<file path="config.mk">
export PLATFORM = sky130hd
export DESIGN_NAME = mul_div_seq
export DESIGN_NICKNAME = d
export VERILOG_FILES = /design/src/rtl/muldiv_pkg.sv /design/src/rtl/muldiv_step.sv /design/src/rtl/mul_div_seq.sv
export SDC_FILE = /design/constraint.sdc
export NUM_CORES = 1
export LEC_CHECK = 0
export ABC_AREA = 1
export BUFFER_PORTS_ARGS = -buffer_cell sky130_fd_sc_hd__clkbuf_2
export CAP_MARGIN = 10
export CORE_MARGIN = 8
export CORE_UTILIZATION = 31
export CTS_BUF_LIST = sky130_fd_sc_hd__clkbuf_16
export DETAILED_ROUTE_END_ITERATION = 8
export REMOVE_ABC_BUFFERS = 1
export SYNTH_ARGS = -nofsm -noshare
export SYNTH_HDL_FRONTEND = slang
export SYNTH_SLANG_ARGS = --single-unit
</file>
<file path="constraint.sdc">
create_clock -name Clk -period 3.25 [get_ports Clk]
set_input_delay 0.325 -clock Clk [delete_from_list [all_inputs] [get_ports Clk]]
set_output_delay 0.325 -clock Clk [all_outputs]
set_load 0.03 [all_outputs]
</file>
<file path="src/rtl/muldiv_pkg.sv">
// Shared types and constants for the iterative multiply/divide engine.
// Latency: none (declarations only). Backpressure: not applicable.
package muldiv_pkg;

    typedef enum logic [1:0] {
        IDLE  = 2'd0,
        RUN   = 2'd1,
        FIXUP = 2'd2,
        DONE  = 2'd3
    } state_t;

    localparam logic OP_MUL = 1'b0;
    localparam logic OP_DIV = 1'b1;

    localparam int MULDIV_WIDTH = 32;
    localparam int CNT_W        = $clog2(MULDIV_WIDTH);

endpackage

</file>
<file path="src/rtl/muldiv_step.sv">
// One multiply (add-shift) or restoring-divide (shift/trial-subtract) iteration.
// Latency: combinational. Backpressure: none, the caller decides when to register.
module muldiv_step
    import muldiv_pkg::*;
#(
    parameter int WIDTH = MULDIV_WIDTH
) (
    input  logic             op,
    input  logic [WIDTH-1:0] hi,
    input  logic [WIDTH-1:0] lo,
    input  logic [WIDTH-1:0] opnd,
    output logic [WIDTH-1:0] hi_nxt,
    output logic [WIDTH-1:0] lo_nxt
);

    logic [WIDTH:0]   sum;
    logic [WIDTH:0]   shl;
    logic [WIDTH-1:0] rem_sub;
    logic             ge;

    always_comb begin
        sum = {1'b0, hi};
        if (lo[0]) begin
            sum = {1'b0, hi} + {1'b0, opnd};
        end
        // The true difference always fits WIDTH bits when ge holds, so the
        // low half of the subtraction is the new remainder (also for opnd == 0).
        shl     = {hi, lo[WIDTH-1]};
        ge      = (shl >= {1'b0, opnd});
        rem_sub = shl[WIDTH-1:0] - opnd;

        if (op == OP_MUL) begin
            hi_nxt = sum[WIDTH:1];
            lo_nxt = {sum[0], lo[WIDTH-1:1]};
        end else if (ge) begin
            hi_nxt = rem_sub;
            lo_nxt = {lo[WIDTH-2:0], 1'b1};
        end else begin
            hi_nxt = shl[WIDTH-1:0];
            lo_nxt = {lo[WIDTH-2:0], 1'b0};
        end
    end

endmodule

</file>
<file path="src/rtl/mul_div_seq.sv">
// Iterative MULT/MULTU/DIV/DIVU feeding the HI/LO unit; signed support under MULDIV_SIGNED_EN.
// Latency: Start at edge N -> Done after edge N+WIDTH+2. Backpressure: Start ignored unless IDLE.
module mul_div_seq
    import muldiv_pkg::*;
#(
    parameter int WIDTH = MULDIV_WIDTH
) (
    input  logic             Clk,
    input  logic             Reset,
    input  logic             Start,
    input  logic             Op,
    input  logic             Signed,
    input  logic [WIDTH-1:0] A,
    input  logic [WIDTH-1:0] B,
    output logic             Busy,
    output logic             Done,
    output logic [WIDTH-1:0] Upper,
    output logic [WIDTH-1:0] Lower,
    output logic             MoveToHi,
    output logic             MoveToLo,
    output logic             DivByZero
);

    state_t             state, state_nxt;
    logic [CNT_W-1:0]   cnt;
    logic               op_q;
    logic               dbz_q;
    logic               is_dbz;
    logic [WIDTH-1:0]   opnd;
    logic [WIDTH-1:0]   acc_hi, acc_lo;
    logic [WIDTH-1:0]   step_hi, step_lo;
    logic [WIDTH-1:0]   a_ld, b_ld;
    logic [2*WIDTH-1:0] fix_res;

    assign is_dbz = (Op == OP_DIV) && (B == '0);

`ifdef MULDIV_SIGNED_EN
    logic sa, sb;
    logic neg_lo, neg_hi;

    assign sa = Signed & A[WIDTH-1];
    assign sb = Signed & B[WIDTH-1];

    // Divide-by-zero keeps the raw dividend so the remainder comes out as A.
    always_comb begin
        a_ld = (sa && !is_dbz) ? -A : A;
        b_ld = sb ? -B : B;
    end

    always_ff @(posedge Clk or negedge Reset) begin
        if (!Reset) begin
            neg_lo <= 1'b0;
            neg_hi <= 1'b0;
        end else if (state == IDLE && Start) begin
            neg_lo <= (sa ^ sb) && !is_dbz;
            neg_hi <= sa && !is_dbz;
        end
    end

    always_comb begin
        if (op_q == OP_MUL) begin
            fix_res = neg_lo ? -{acc_hi, acc_lo} : {acc_hi, acc_lo};
        end else begin
            fix_res = {neg_hi ? -acc_hi : acc_hi, neg_lo ? -acc_lo : acc_lo};
        end
    end
`else
    logic unused_signed;

    assign unused_signed = Signed;
    assign a_ld          = A;
    assign b_ld          = B;
    assign fix_res       = {acc_hi, acc_lo};
`endif

    muldiv_step #(
        .WIDTH (WIDTH)
    ) u_step (
        .op     (op_q),
        .hi     (acc_hi),
        .lo     (acc_lo),
        .opnd   (opnd),
        .hi_nxt (step_hi),
        .lo_nxt (step_lo)
    );

    always_ff @(posedge Clk or negedge Reset) begin
        if (!Reset) begin
            state <= IDLE;
        end else begin
            state <= state_nxt;
        end
    end

    always_comb begin
        state_nxt = state;
        case (state)
            IDLE:    if (Start) state_nxt = RUN;
            RUN:     if (cnt == CNT_W'(WIDTH - 1)) state_nxt = FIXUP;
            FIXUP:   state_nxt = DONE;
            DONE:    state_nxt = IDLE;
            default: state_nxt = IDLE;
        endcase
    end

    always_comb begin
        Busy = (state == RUN) || (state == FIXUP);
    end

    assign MoveToHi = Done;
    assign MoveToLo = Done;

    // Multiply: multiplicand in opnd, multiplier in acc_lo. Divide: divisor in opnd, dividend in acc_lo.
    always_ff @(posedge Clk or negedge Reset) begin
        if (!Reset) begin
            cnt       <= '0;
            op_q      <= OP_MUL;
            dbz_q     <= 1'b0;
            opnd      <= '0;
            acc_hi    <= '0;
            acc_lo    <= '0;
            Upper     <= '0;
            Lower     <= '0;
            Done      <= 1'b0;
            DivByZero <= 1'b0;
        end else begin
            Done      <= 1'b0;
            DivByZero <= 1'b0;
            case (state)
                IDLE: begin
                    if (Start) begin
                        op_q   <= Op;
                        dbz_q  <= is_dbz;
                        opnd   <= (Op == OP_MUL) ? a_ld : b_ld;
                        acc_lo <= (Op == OP_MUL) ? b_ld : a_ld;
                        acc_hi <= '0;
                        cnt    <= '0;
                    end
                end
                RUN: begin
                    acc_hi <= step_hi;
                    acc_lo <= step_lo;
                    cnt    <= cnt + 1'b1;
                end
                FIXUP: begin
                    {acc_hi, acc_lo} <= fix_res;
                end
                DONE: begin
                    Upper     <= acc_hi;
                    Lower     <= acc_lo;
                    Done      <= 1'b1;
                    DivByZero <= dbz_q;
                end
                default: ;
            endcase
        end
    end

endmodule

</file>
# [Word level (Yosys, flattened, before mapping)]
# Cells that the tools add are included.
[classes] add_sub_neg=3 order_cmp=1 n_eq_ne=6 n_mux=18 reduce_logical=8
[ops] op="$mux 32" count=7
[ops] op="$pmux 32 s2" count=2
[ops] op="$add 32x32->33" count=1
[ops] op="$ge 33x32->1" count=1
[ops] op="$mux 33" count=1
[ops] op="$logic_not 32->1" count=1
[ops] op="$sub 32x32->32" count=1
[ops] op="$pmux 5 s2" count=1
[ops] op="$pmux 2 s4" count=1
[ops] op="$reduce_and 2->1" count=3
[ops] op="$add 5x1->5 const B" count=1
[ops] op="$eq 5x5->1 const B" count=1
[ops] op="$mux 5" count=1
[ops] op="$eq 2x2->1 const B" count=2
[ops] op="$mux 2" count=2
[ops] op="$ne 2x2->1 const B" count=2
[ops] op="$mux 1" count=3
[ops] op="$eq 2x1->1 const B" count=1
[ops] op="$logic_not 2->1" count=1
[ops] op="$reduce_bool 2->1" count=1
[ops] op="$logic_and 1x1->1" count=1
[ops] op="$logic_or 1x1->1" count=1
[totals] register_bits=171 elab_cells=47

# [Logic depth before layout (Yosys ltp)]
# Gate-level depths: netlist of run 1.
[logic_depth] depth_word=4 mapped_depth=18 depth_no_buf=17

# [By module]
# From an unflattened synthesis of run 1, not the netlist that was laid out.
[unflattened] cells_unflattened=2188 area_unflattened_um2=14081.0
[by_module_without_submodules] module="mul_div_seq" n_inst=1 cells_per_inst=819 area_each_um2=7693.6
[by_module_without_submodules] module="muldiv_step" n_inst=1 cells_per_inst=1369 area_each_um2=6387.4

# [Worst setup path after synthesis of run 1]
# Ideal clock, no wire load.
[synth_path] kind="reg-to-reg" startpoint="register acc_hi[0]" endpoint="register acc_hi[31]" setup_time_ps=66 t_arrival_ps=2004 required_ps=3184 setup_slack_ps=1180 stages_incl_launch_ff=17 path_buffers=0 synth_period_minus_slack_ps=2070 path_cell_list="dfrtp_1 -> ha_1 -> inv_1 -> fa_1 -> inv_1 -> nand3_1 -> nand3_1 -> nand2_1 -> nand3_1 -> nand2_1 -> nand2_1 -> nand2_1 -> nand2_1 -> nand2_1 -> a21oi_1 -> nand2_1 -> nand2_1"
[synth_between] elab_chain_len=4
[synth_rtl] element="start, declared" line="mul_div_seq.sv:30" source="logic [WIDTH-1:0] acc_hi, acc_lo;"
[synth_rtl] element="start signal, assigned" line="mul_div_seq.sv:141" source="acc_hi <= step_hi;"
[synth_rtl] element="start signal, assigned" line="mul_div_seq.sv:146" source="{acc_hi, acc_lo} <= fix_res;"
[synth_rtl] element="$add 32x32->33 (tied with other cells)" line="muldiv_step.sv:24" source="sum = {1'b0, hi} + {1'b0, opnd};"
[synth_rtl] element="$mux 33 / $mux 32 (equally long branches)" line="muldiv_step.sv:23, muldiv_step.sv:35"
[synth_rtl] element="$mux 32 *" line="muldiv_step.sv:32" source="if (op == OP_MUL) begin"
[synth_rtl] element="$pmux 32 s2 *" line="mul_div_seq.sv:129" source="case (state)"
# Every way passes the cells marked *; elsewhere a longest branch is shown, timed or not.
# A chain may end at the register's enable or synchronous reset.

# [Worst setup path after layout of run 1]
[layout_path] startpoint="register acc_hi[20]" endpoint="register acc_hi[14]"
[layout_between] elab_chain_len=4
[layout_rtl] element="$ge 33x32->1" line="muldiv_step.sv:29" source="ge = (shl >= {1'b0, opnd});"
[layout_rtl] element="$mux 32" line="muldiv_step.sv:35" source="end else if (ge) begin"
[layout_rtl] element="$mux 32" line="muldiv_step.sv:32"
[layout_rtl] element="$pmux 32 s2" line="mul_div_seq.sv:129"
# Every way passes these cells.

==> metrics.txt, run 1 <==
status complete, no violations; Final Critical Period 2.93 ns; initial antenna violation count 1; first-pass GRT wire length 78200 µm; Worst Reg-to-Reg Cells 15; PD cells approximately 1200 nW/µm²; vias in the first global route 13847; maximum vdd drop roughly 0.0005 V; hold path start B[0]; most frequent cells in the layout nand2_1, inv_1, a21oi_1; post-CTS setup buffers 0; Data arrival, critical path ~3.3 ns; Register Area between 4000 and 5000 µm²; Data required, critical path 3.60 ns; Post-synth EDFFs 0; worst-margin pin slew 1.14 ns; crit path cell chain ha_1 > nand2_1 > inv_1 > nand2_2 > inv_1 > a21oi_1 > nor2_1 > nor2_4 > nand2_2 > buf_12 > nor2_1 > buf_4 > nand2_1 > nand3_1 > o21ai_1; Starting Density 31.5%; max-slew violation count 0; final global-route overflow total 0; max capacitance violation total 0; layout net count 2354; H-tree Lvls 4; Clock Tree Root clkbuf_16; endpoints failing setup 0; WL final 49900 µm; Synthesis Warnings 0; period utilization 90.0%; Mean Syn Cell Area 6.50 µm²; via/cell ratio 4.97; Setup CP Type flip-flop to flip-flop; DR WL/cell 17.8 µm; Via Count 13960; Syn-to-layout area delta 14.7%; area of the multi-input gates between 7000 and 8000 µm²; post_cts resized 0; I/O pin total 138; max incr delay on CP 0.48 ns; r2r startpoint acc_hi[20]; hold path depth 3; Die Height approximately 230 µm; area fraction of the dominant cell type after synthesis 31.4%; delay-heaviest family, CP simple AND/OR/NAND/NOR gates; register-to-register setup slack 0.32 ns; Critical Path Fanout Max 37; pin count of the biggest net entering global routing just under 100; drt first-iter violations 916; Clock Skews 0.00860 ns; fmax 342 MHz; Fillers 4769; Crit-path slowest cell dfrtp_1; row count 76; hpwl dp 39800 µm; Clock transition at path regs 0.07 ns; # port buffers 136; min-delay worst type primary input to flip-flop; full die area 50900 µm²; hold endpoint opnd[0]; clock sink total 171; core area between 40000 and 50000 µm²; Synth Cell Area 13600 µm²; TritonRoute pass-1 iters 6; number of cells produced by synthesis 2094; Ant. Diodes 0; Setup crit end kind flip-flop; number of routed nets with antenna violations 0; Yosys reg bits between 150 and 200; Tot Pwr roughly 19000 µW; share of layout cells above drive strength 1 13.1%; sequential element share of the synthesized area 31.4%; Synth cell types 44; Clock Latency Late Sink 0.47 ns; dominant cell type by area after synthesis dfrtp_1; RSZ-0062 raised after global routing false; GPL Wtd Cong 0.957; TritonCTS buffer count 17; Startpoint Class flip-flop; ys async rst share 100%; commonest non-fill, non-tap cell in the layout nand2_1; Hold WS around 0.13 ns; final hold vios 0; DR DRC count 0; clk buf depth 2; CP Buf/Inv Count 4; TritonCTS clock tree done; Slew headroom 24.0%; die width 226 µm; Area contributors post-synth dfrtp_1, nand2_1, inv_1; worst reg2reg endpoint acc_hi[14]; Synth Flop Type dfrtp_1; Overall Global Routing Usage 19.7%; Lkg Pwr 0.00830 µW
==> cells in the mapped netlist (3+ instances only) <==
| cell type | n |
|---|---|
| nand2_1 | 670 |
| inv_1 | 311 |
| a21oi_1 | 186 |
| dfrtp_1 | 171 |
| nor2_1 | 136 |
| nand3_1 | 124 |
| o21ai_0 | 115 |
| ha_1 | 70 |
| clkbuf_1 | 59 |
| mux2_2 | 49 |
| nand4_1 | 28 |
| o31ai_1 | 21 |
| nor3_1 | 17 |
| o22ai_1 | 17 |
| nand3b_1 | 16 |
| or2_2 | 11 |
| buf_1 | 10 |
| nor4_1 | 10 |
| inv_2 | 7 |
| nor2_2 | 7 |
| o21ai_1 | 7 |
| xor2_1 | 7 |
| nand2_2 | 5 |
| buf_2 | 4 |
| buf_6 | 4 |
| o211ai_1 | 4 |
| o21bai_1 | 4 |
| o21a_1 | 3 |
| xnor2_1 | 3 |
==> timing repair <==
action	CTS	global route
hold endpoints to repair	70	0
endpoints found under the setup margin	0	0
hold buffers	1	0
==> kinds of logic (layout without fill, tap and decap cells) <==
kind of cell | after synthesis | count (layout) | share of synthesized area (%)
AO/OA/AOI/OAI | 364 | 364 | 14.3
XOR/XNOR | 10 | 10 | 0.644
adder cells (fa/ha/maj) | 72 | 72 | 6.73
buffers and inverters | 397 | 528 | 11.3
flip-flops | 171 | 171 | 31.4
multiplexers | 50 | 50 | 4.13
AND/OR/NAND/NOR | 1030 | 1030 | 31.5
==> routing by layer <==
metal	routed length, µm	part of all wire (%)	track usage [%]
met5	10	0.020	0
met4	1460	2.9	6.96
met3	2440	4.9	3.18
met2	23300	47	32.8
met1	22700	46	25.7
==> cell type report <==
| cell class | instances | area share, % |
|---|---|---|
| multi-input combinational | 1526 | 50.1 |
| inverter | 318 | 7.65 |
| tap | 585 | 4.69 |
| sequential | 171 | 27.4 |
| timing repair buffer | 179 | 6.74 |
| clock buffer | 17 | 2.73 |
| clock inverter | 14 | 0.690 |
==> power breakdown <==
group	switching [µW]	internal, µW	total [µW]
clock	928	1040	1960
combinational	8680	4170	12900
sequential	899	3120	4020
total	10500	8330	18800
==> worst max-delay path by stage <==
stage,startpoint,endpoint,slack [ns],cells past startpoint
after CTS,acc_hi[20],acc_hi[14],0.37,15
after detailed placement,acc_hi[20],acc_hi[7],0.39,15
after global placement,opnd[24],acc_hi[0],0.43,13
final,acc_hi[20],acc_hi[14],0.32,15
after floorplan,state[1],cnt[4],-0.83,6
after global routing,opnd[24],acc_hi[11],0.03,14
==> state kept, by name, summed over array words and instances, names as in the netlist, 2 cells and up <==
name / flops
acc_lo: 32
state: 2
cnt: 5
Lower: 32
opnd: 32
Upper: 32
acc_hi: 32
==> per-stage QoR <==
step           utilization, %  cell area (µm²)  TNS [ns]  instances  setup WS [ns]
3_3_place_gp             34.9            15100         0       2778          0.434
6_report                 36.1            15600         0       2810          0.324
2_1_floorplan               -            13300    -47.15       2015         -0.828
3_5_place_dp             34.9            15100         0       2778          0.393
5_1_grt                  36.1            15600         0       2810         0.0311
4_1_cts                  36.1            15600         0       2810          0.374
==> worst register-to-register path, cell delays in order, from the launching register on <==
cell and delay [ns]:
dfrtp_1 0.48, ha_1 0.41, nand2_1 0.13, inv_1 0.07, nand2_2 0.12, inv_1 0.05
a21oi_1 0.19, nor2_1 0.10, nor2_4 0.36, nand2_2 0.15, buf_12 0.19, nor2_1 0.16
buf_4 0.19, nand2_1 0.07, nand3_1 0.08, o21ai_1 0.07
(Power assumes the default switching activity.)
==> inputs of run 2 (changes only) <==
- REMOVE_ABC_BUFFERS: 1 -> unset
- SYNTH_HIERARCHICAL: unset -> 1
==> metrics.txt, run 2 <==
status complete, no violations; min-delay worst type primary input to flip-flop; Lkg Pwr 0.00895 µW (+7.8%); Tot Pwr 18500 µW (-1.9%); Hold WS 0.110 ns (-0.0166 ns); worst-margin pin slew 1.01 ns (-0.127 ns); maximum vdd drop 0.000442 V (-13%); Area contributors post-synth dfrtp_1, nand2_1, inv_1; Setup crit end kind flip-flop; pin count of the biggest net entering global routing 98 (unchanged); # port buffers 136 (unchanged); drt first-iter violations 918 (+0.22%); Die Height 229 µm (+1.6%); Ant. Diodes 0 (unchanged); Clock Skews 0.0106 ns (+0.00196 ns); via/cell ratio 4.87 (-2.0%); post_cts resized 0 (unchanged); Clock Tree Root clkbuf_16; share of layout cells above drive strength 1 12.6% (-0.47 points); TritonCTS clock tree done; Post-synth EDFFs 0 (unchanged); Via Count 14162 (+1.4%); top-count cell post-synth nand2_1; dominant cell type by area after synthesis dfrtp_1; Net Sw Frac 54.1% (-1.7 points); hpwl dp 37800 µm (-5.0%); Net Sw Power 9990 µW (-5.0%); Startpoint Class flip-flop; Final Critical Period 2.76 ns (-0.164 ns); Mean Syn Cell Area 6.44 µm² (-0.98%); ys async rst share 100% (unchanged); Data arrival, critical path 3.10 ns (-0.17 ns); syn_nets 2329; max-slew violation count 0 (unchanged); final global-route overflow total 0 (unchanged); full die area 52500 µm² (+3.2%); sequential element share of the synthesized area 30.4% (-1.1 points); number of cells produced by synthesis 2188 (+4.5%); H-tree Lvls 4 (unchanged); Synth Flop Type dfrtp_1; clk buf depth 2 (unchanged); fmax 362 MHz (+5.9%); PD cells 1160 nW/µm² (-4.2%); most frequent cells in the layout nand2_1, inv_1, dfrtp_1, nand3_1, nor2_1; Int Power 8480 µW (+1.9%); RSZ-0062 raised after global routing false; Setup CP Type flip-flop to flip-flop; Synthesis Warnings 6 (+6); Clock Latency Late Sink 0.46 ns (about the same); Commonest cells post-synth nand2_1, inv_1, dfrtp_1, nand3_1, nor2_1; post-CTS setup buffers 0 (unchanged); first-pass GRT wire length 75600 µm (-3.2%); Yosys reg bits 171 (unchanged); Flop pwr share 21.8% (+0.5 points); setup TNS 0 ns (unchanged); Critical Path Fanout Max 4 (-89%); Starting Density 31.2% (-0.29 points); max capacitance violation total 0 (unchanged); endpoints failing setup 0 (unchanged); area fraction of the dominant cell type after synthesis 30.4% (-1.1 points); clock sink total 171 (unchanged); hold_buf cts 1 (unchanged); Data required, critical path 3.59 ns (about the same); final core occ 35.4% (-0.71 points); DR DRC count 0 (unchanged); I/O pin total 138 (unchanged); commonest non-fill, non-tap cell in the layout nand2_1; Synth cell types 41 (-6.8%); Syn-to-layout area delta 13.5%; die width 229 µm (+1.6%); initial antenna violation count 1 (unchanged); WL final 47400 µm (-5.1%); row count 78 (+2.6%); combinational share of power 66.2% (-2.0 points); GPL Wtd Cong 0.945 (-1.3%); Overall Global Routing Usage 18.0% (-1.8 points); TritonCTS buffer count 17 (unchanged); TritonRoute pass-1 iters 5 (-1); layout net count 2436 (+3.5%); Slew headroom 32.4% (+8.4 points); number of routed nets with antenna violations 0 (unchanged); period utilization 85.0% (-5.0 points); final hold vios 0 (unchanged); vias in the first global route 13843 (-0.029%); core area 45100 µm² (+4.4%); Synth Cell Area 14100 µm² (+3.5%); Clock transition at path regs 0.07 ns (about the same); clock power share 12.0% (+1.6 points); DR WL/cell 16.3 µm (-8.3%)
==> run 2: cell types whose count changed after synthesis, sizes merged, moves of 19 or more <==
cell / change
a21oi: -105
nand2: +108
o21ai: +45
o31ai: -21
nor2: +19
o211ai: +27
clkbuf: -35
nand3: +46
buf: +41
==> run 2: per-stage QoR <==
step	setup WS, ns	cells	cell area [µm²]
floorplan	1.12	2188	14100
global placement	0.536	2875	15400
detailed placement	0.515	2875	15400
CTS	0.491	2908	16000
global route	0.303	2908	16000
finish	0.488	2908	16000
==> run 2: logic make-up (layout without fill, tap and decap cells) <==
kind of cell / after synthesis / count (layout) / synth area share [%]
compound gates: 289 / 289 / 11.2
buf+inv: 422 / 542 / 12.4
flops: 171 / 171 / 30.4
mux: 60 / 60 / 4.80
fa+ha+maj: 72 / 72 / 6.50
simple gates: 1150 / 1150 / 33.2
xor+xnor: 24 / 24 / 1.49
==> run 2: metal layers <==
| metal | vias up | global-route usage, % | share of wire (%) |
|---|---|---|---|
| li1 | 7110 | - | - |
| met1 | 6574 | 23.4 | 46 |
| met2 | 409 | 30.0 | 46 |
| met3 | 67 | 2.78 | 5.4 |
| met4 | 2 | 6.14 | 2.6 |
| met5 | - | 0 | 0.017 |
==> run 2: worst max-delay path: stages, from the launching register on <==
cell and delay (ns):
dfrtp_1 0.42, inv_1 0.18, ha_1 0.21, inv_1 0.09
fa_1 0.45, nand3_1 0.11, nand3_1 0.19, nand3_1 0.14
nand2_1 0.15, nand2_1 0.12, nand2_1 0.06, nand2_1 0.05
nand3_1 0.14, nand2_1 0.11, nand2_1 0.05, nand3_1 0.07
o21ai_0 0.09
==> run 2: final timing paths <==
check / from / to / slack, ns / cells past startpoint
min reg2reg: cnt[4] / cnt[4] / 0.50 / 2
min in group asynchronous: Reset / acc_lo[26] / 0.45 / 2
min: A[0] / opnd[0] / 0.11 / 3
max in group asynchronous: Reset / Upper[7] / 1.94 / 3
max reg2reg: acc_lo[31] / acc_hi[30] / 0.49 / 16
max: acc_lo[31] / acc_hi[30] / 0.49 / 16
==> run 2: power by group through the flow <==
| stage | clock, µW | combinational, µW | sequential (µW) |
|---|---|---|---|
| 2_1_floorplan | 0 | 8330 | 4450 |
| 3_3_place_gp | 0 | 12000 | 4040 |
| 3_5_place_dp | 0 | 12100 | 4060 |
| 4_1_cts | 2270 | 12200 | 4030 |
| 5_1_grt | 2340 | 13700 | 4150 |
| 6_report | 2210 | 12200 | 4030 |
==> run 2: layout make-up <==
type / count / area [µm²]
fill: 4973 / 29100
sequential: 171 / 4280
inverter: 337 / 1270
tap: 600 / 751
clock inverter: 15 / 193
clock buffer: 17 / 425
timing repair buffer: 173 / 995
multi-input combinational: 1595 / 8070
==> inputs of run 3 (changes only) <==
- clock period: 3.25 -> 2.43 ns (I/O delays scaled with it)
==> metrics.txt, run 3 (same netlist as run 2, synthesis figures left out) <==
Setup crit end kind flip-flop; Overall Global Routing Usage 18.9% (+0.96 points); worst-margin pin slew 0.745 ns (-0.268 ns); worst setup path startpoint opnd[5]; Fillers 4810 (-3.3%); Clock Skews 0.00870 ns (-0.00187 ns); pin count of the biggest net entering global routing 71 (-28%); via/cell ratio 4.79 (-1.6%); endpoints failing setup 0 (unchanged); final non-filler cell total 3059 (+5.2%); Lkg Pwr 0.00979 µW (+9.3%); final global-route overflow total 0 (unchanged); TritonRoute pass-1 iters 6 (+1); Clock Latency Late Sink 0.47 ns (about the same); DR DRC count 0 (unchanged); PD cells 1580 nW/µm² (+37%); drt first-iter violations 972 (+5.9%); I/O pin total 138 (unchanged); Final Critical Period 2.40 ns (-0.361 ns); Setup CP Type flip-flop to flip-flop; crit path to acc_hi[28]; Ant. Diodes 0 (unchanged); r2r startpoint opnd[5]; RSZ-0062 raised after global routing true; worst reg2reg endpoint acc_hi[28]; TritonCTS clock tree done; WL final 51000 µm (+7.6%); core area 45100 µm² (unchanged); # port buffers 136 (unchanged); register-to-register setup slack 0.03 ns (-0.46 ns); combinational share of power 72.4% (+6.2 points); number of routed nets with antenna violations 0 (unchanged); GPL Wtd Cong 0.926 (-2.1%); Die Height 229 µm (unchanged); Clock Tree Root clkbuf_16; row count 78 (unchanged); Worst Reg-to-Reg Cells 17 (+1); status complete, no violations; fmax 416 MHz (+15%); die width 229 µm (unchanged); hpwl dp 40400 µm (+6.9%); Data required, critical path 2.77 ns (-0.82 ns); hold path depth 3 (unchanged); dpl cells 3015 (+4.9%); Clock transition at path regs 0.07 ns (about the same); Net Sw Power 14800 µW (+49%); initial antenna violation count 0 (-1); first-pass GRT wire length 79100 µm (+4.6%); H-tree Lvls 4 (unchanged); Data arrival, critical path 2.75 ns (-0.35 ns); Starting Density 31.2% (unchanged); DR WL/cell 16.7 µm (+2.3%); min-delay worst type primary input to flip-flop; TritonCTS buffer count 17 (unchanged); vias in the first global route 14390 (+4.0%); max capacitance violation total 0 (unchanged); max-slew violation count 0 (unchanged); commonest non-fill, non-tap cell in the layout nand2_1; Syn-to-layout area delta 29.8%; clock sink total 171 (unchanged); clock power share 9.2% (-2.8 points); clk buf depth 2 (unchanged); Flop pwr share 18.4% (-3.4 points); full die area 52500 µm² (unchanged); Int Power 14100 µW (+66%); share of layout cells above drive strength 1 26.6% (+14 points); Hold WS 0.0440 ns (-0.0659 ns); most frequent cells in the layout nand2_1, inv_1, buf_4; Critical Path Fanout Max 7 (+3); Net Sw Frac 51.3% (-2.7 points); Slew headroom 50.3% (+18 points); layout net count 2589 (+6.3%); Via Count 14657 (+3.5%); Startpoint Class flip-flop; final hold vios 0 (unchanged); maximum vdd drop 0.000693 V (+57%); period utilization 98.8% (+14 points)
## run 3: cell types whose count changed in the layout (fill, tap and decap cells not counted), moves of 22 or more
cell	before	now
inv_2	4	28
ha_1	68	18
inv_1	331	309
nor2_1	155	129
buf_4	35	178
nand2_2	6	53
ha_4	1	49
nand2_1	775	719
## run 3: power groups by stage
stage | Sequential, µW | Clock [µW] | Combinational [µW]
2_1_floorplan | 5950 | 0 | 11100
3_3_place_gp | 5210 | 0 | 18300
3_5_place_dp | 5250 | 0 | 18500
4_1_cts | 5210 | 2730 | 18700
5_1_grt | 5490 | 2830 | 23100
6_report | 5320 | 2660 | 20900
## run 3: area by class of cell
cell class	instances	area (µm²)	share of cell area, %
repair buffers	326	2250	12.3
multi-input cells	1595	9160	50.1
clock buffers	17	425	2.33
flip-flops and latches	171	4300	23.6
well taps	600	751	4.11
inverters	337	1270	6.94
clock inverters	13	113	0.616
## run 3: worst min-delay path by stage
stage	start	endpoint	slack [ns]
final	A[4]	opnd[4]	0.04
after global routing	A[5]	opnd[5]	0.05
after CTS	A[5]	opnd[5]	0.03
after detailed placement	Reset	acc_lo[27]	0.27
after global placement	Reset	acc_lo[27]	0.26
after floorplan	Reset	DivByZero	-0.05
## run 3: routing by layer
layer  vias to the layer above  GRT usage, %  part of all wire, %
met5                         -             0                    0
met4                         0          5.42                  2.0
met3                        41          2.45                  4.5
met2                       374          31.7                   47
met1                      6841          25.3                   47
li1                       7401             -                    -
## run 3: critical path, stage by stage (launching register included)
cell	delay, ns
dfrtp_1	0.43
inv_2	0.08
ha_4	0.30
nand2_1	0.09
nor2_2	0.23
nand3_1	0.12
nor2_1	0.11
nand2_1	0.08
nand2_2	0.08
nor2_4	0.06
nand2_4	0.12
buf_12	0.14
buf_4	0.11
nand3_2	0.07
nand2_1	0.08
nand2_1	0.05
nand3_1	0.07
nand2_1	0.07
## run 3: what timing repair did
action | 4_1_cts | 5_1_grt
hold buffers | 1 | 0
endpoints found under the hold margin | 51 | 0
setup endpoints to repair | 13 | 33
pin swaps | 3 | 37
gates cloned | 0 | 1
buffers inserted | 4 | 8
resized for setup | 24 | 240
## run 3: through the flow
step           instance area (µm²)   TNS, ns  total power, µW  utilization, %  setup slack, ns
2_1_floorplan                14100         0            17100               -            0.301
3_3_place_gp                 16500    -0.458            23600            36.5           -0.107
3_5_place_dp                 16500    -0.623            23700            36.5           -0.141
4_1_cts                      17100  -0.00138            26700            38.0         -0.00138
5_1_grt                      18300    -0.153            31400            40.5          -0.0388
6_report                     18300         0            28900            40.5           0.0288
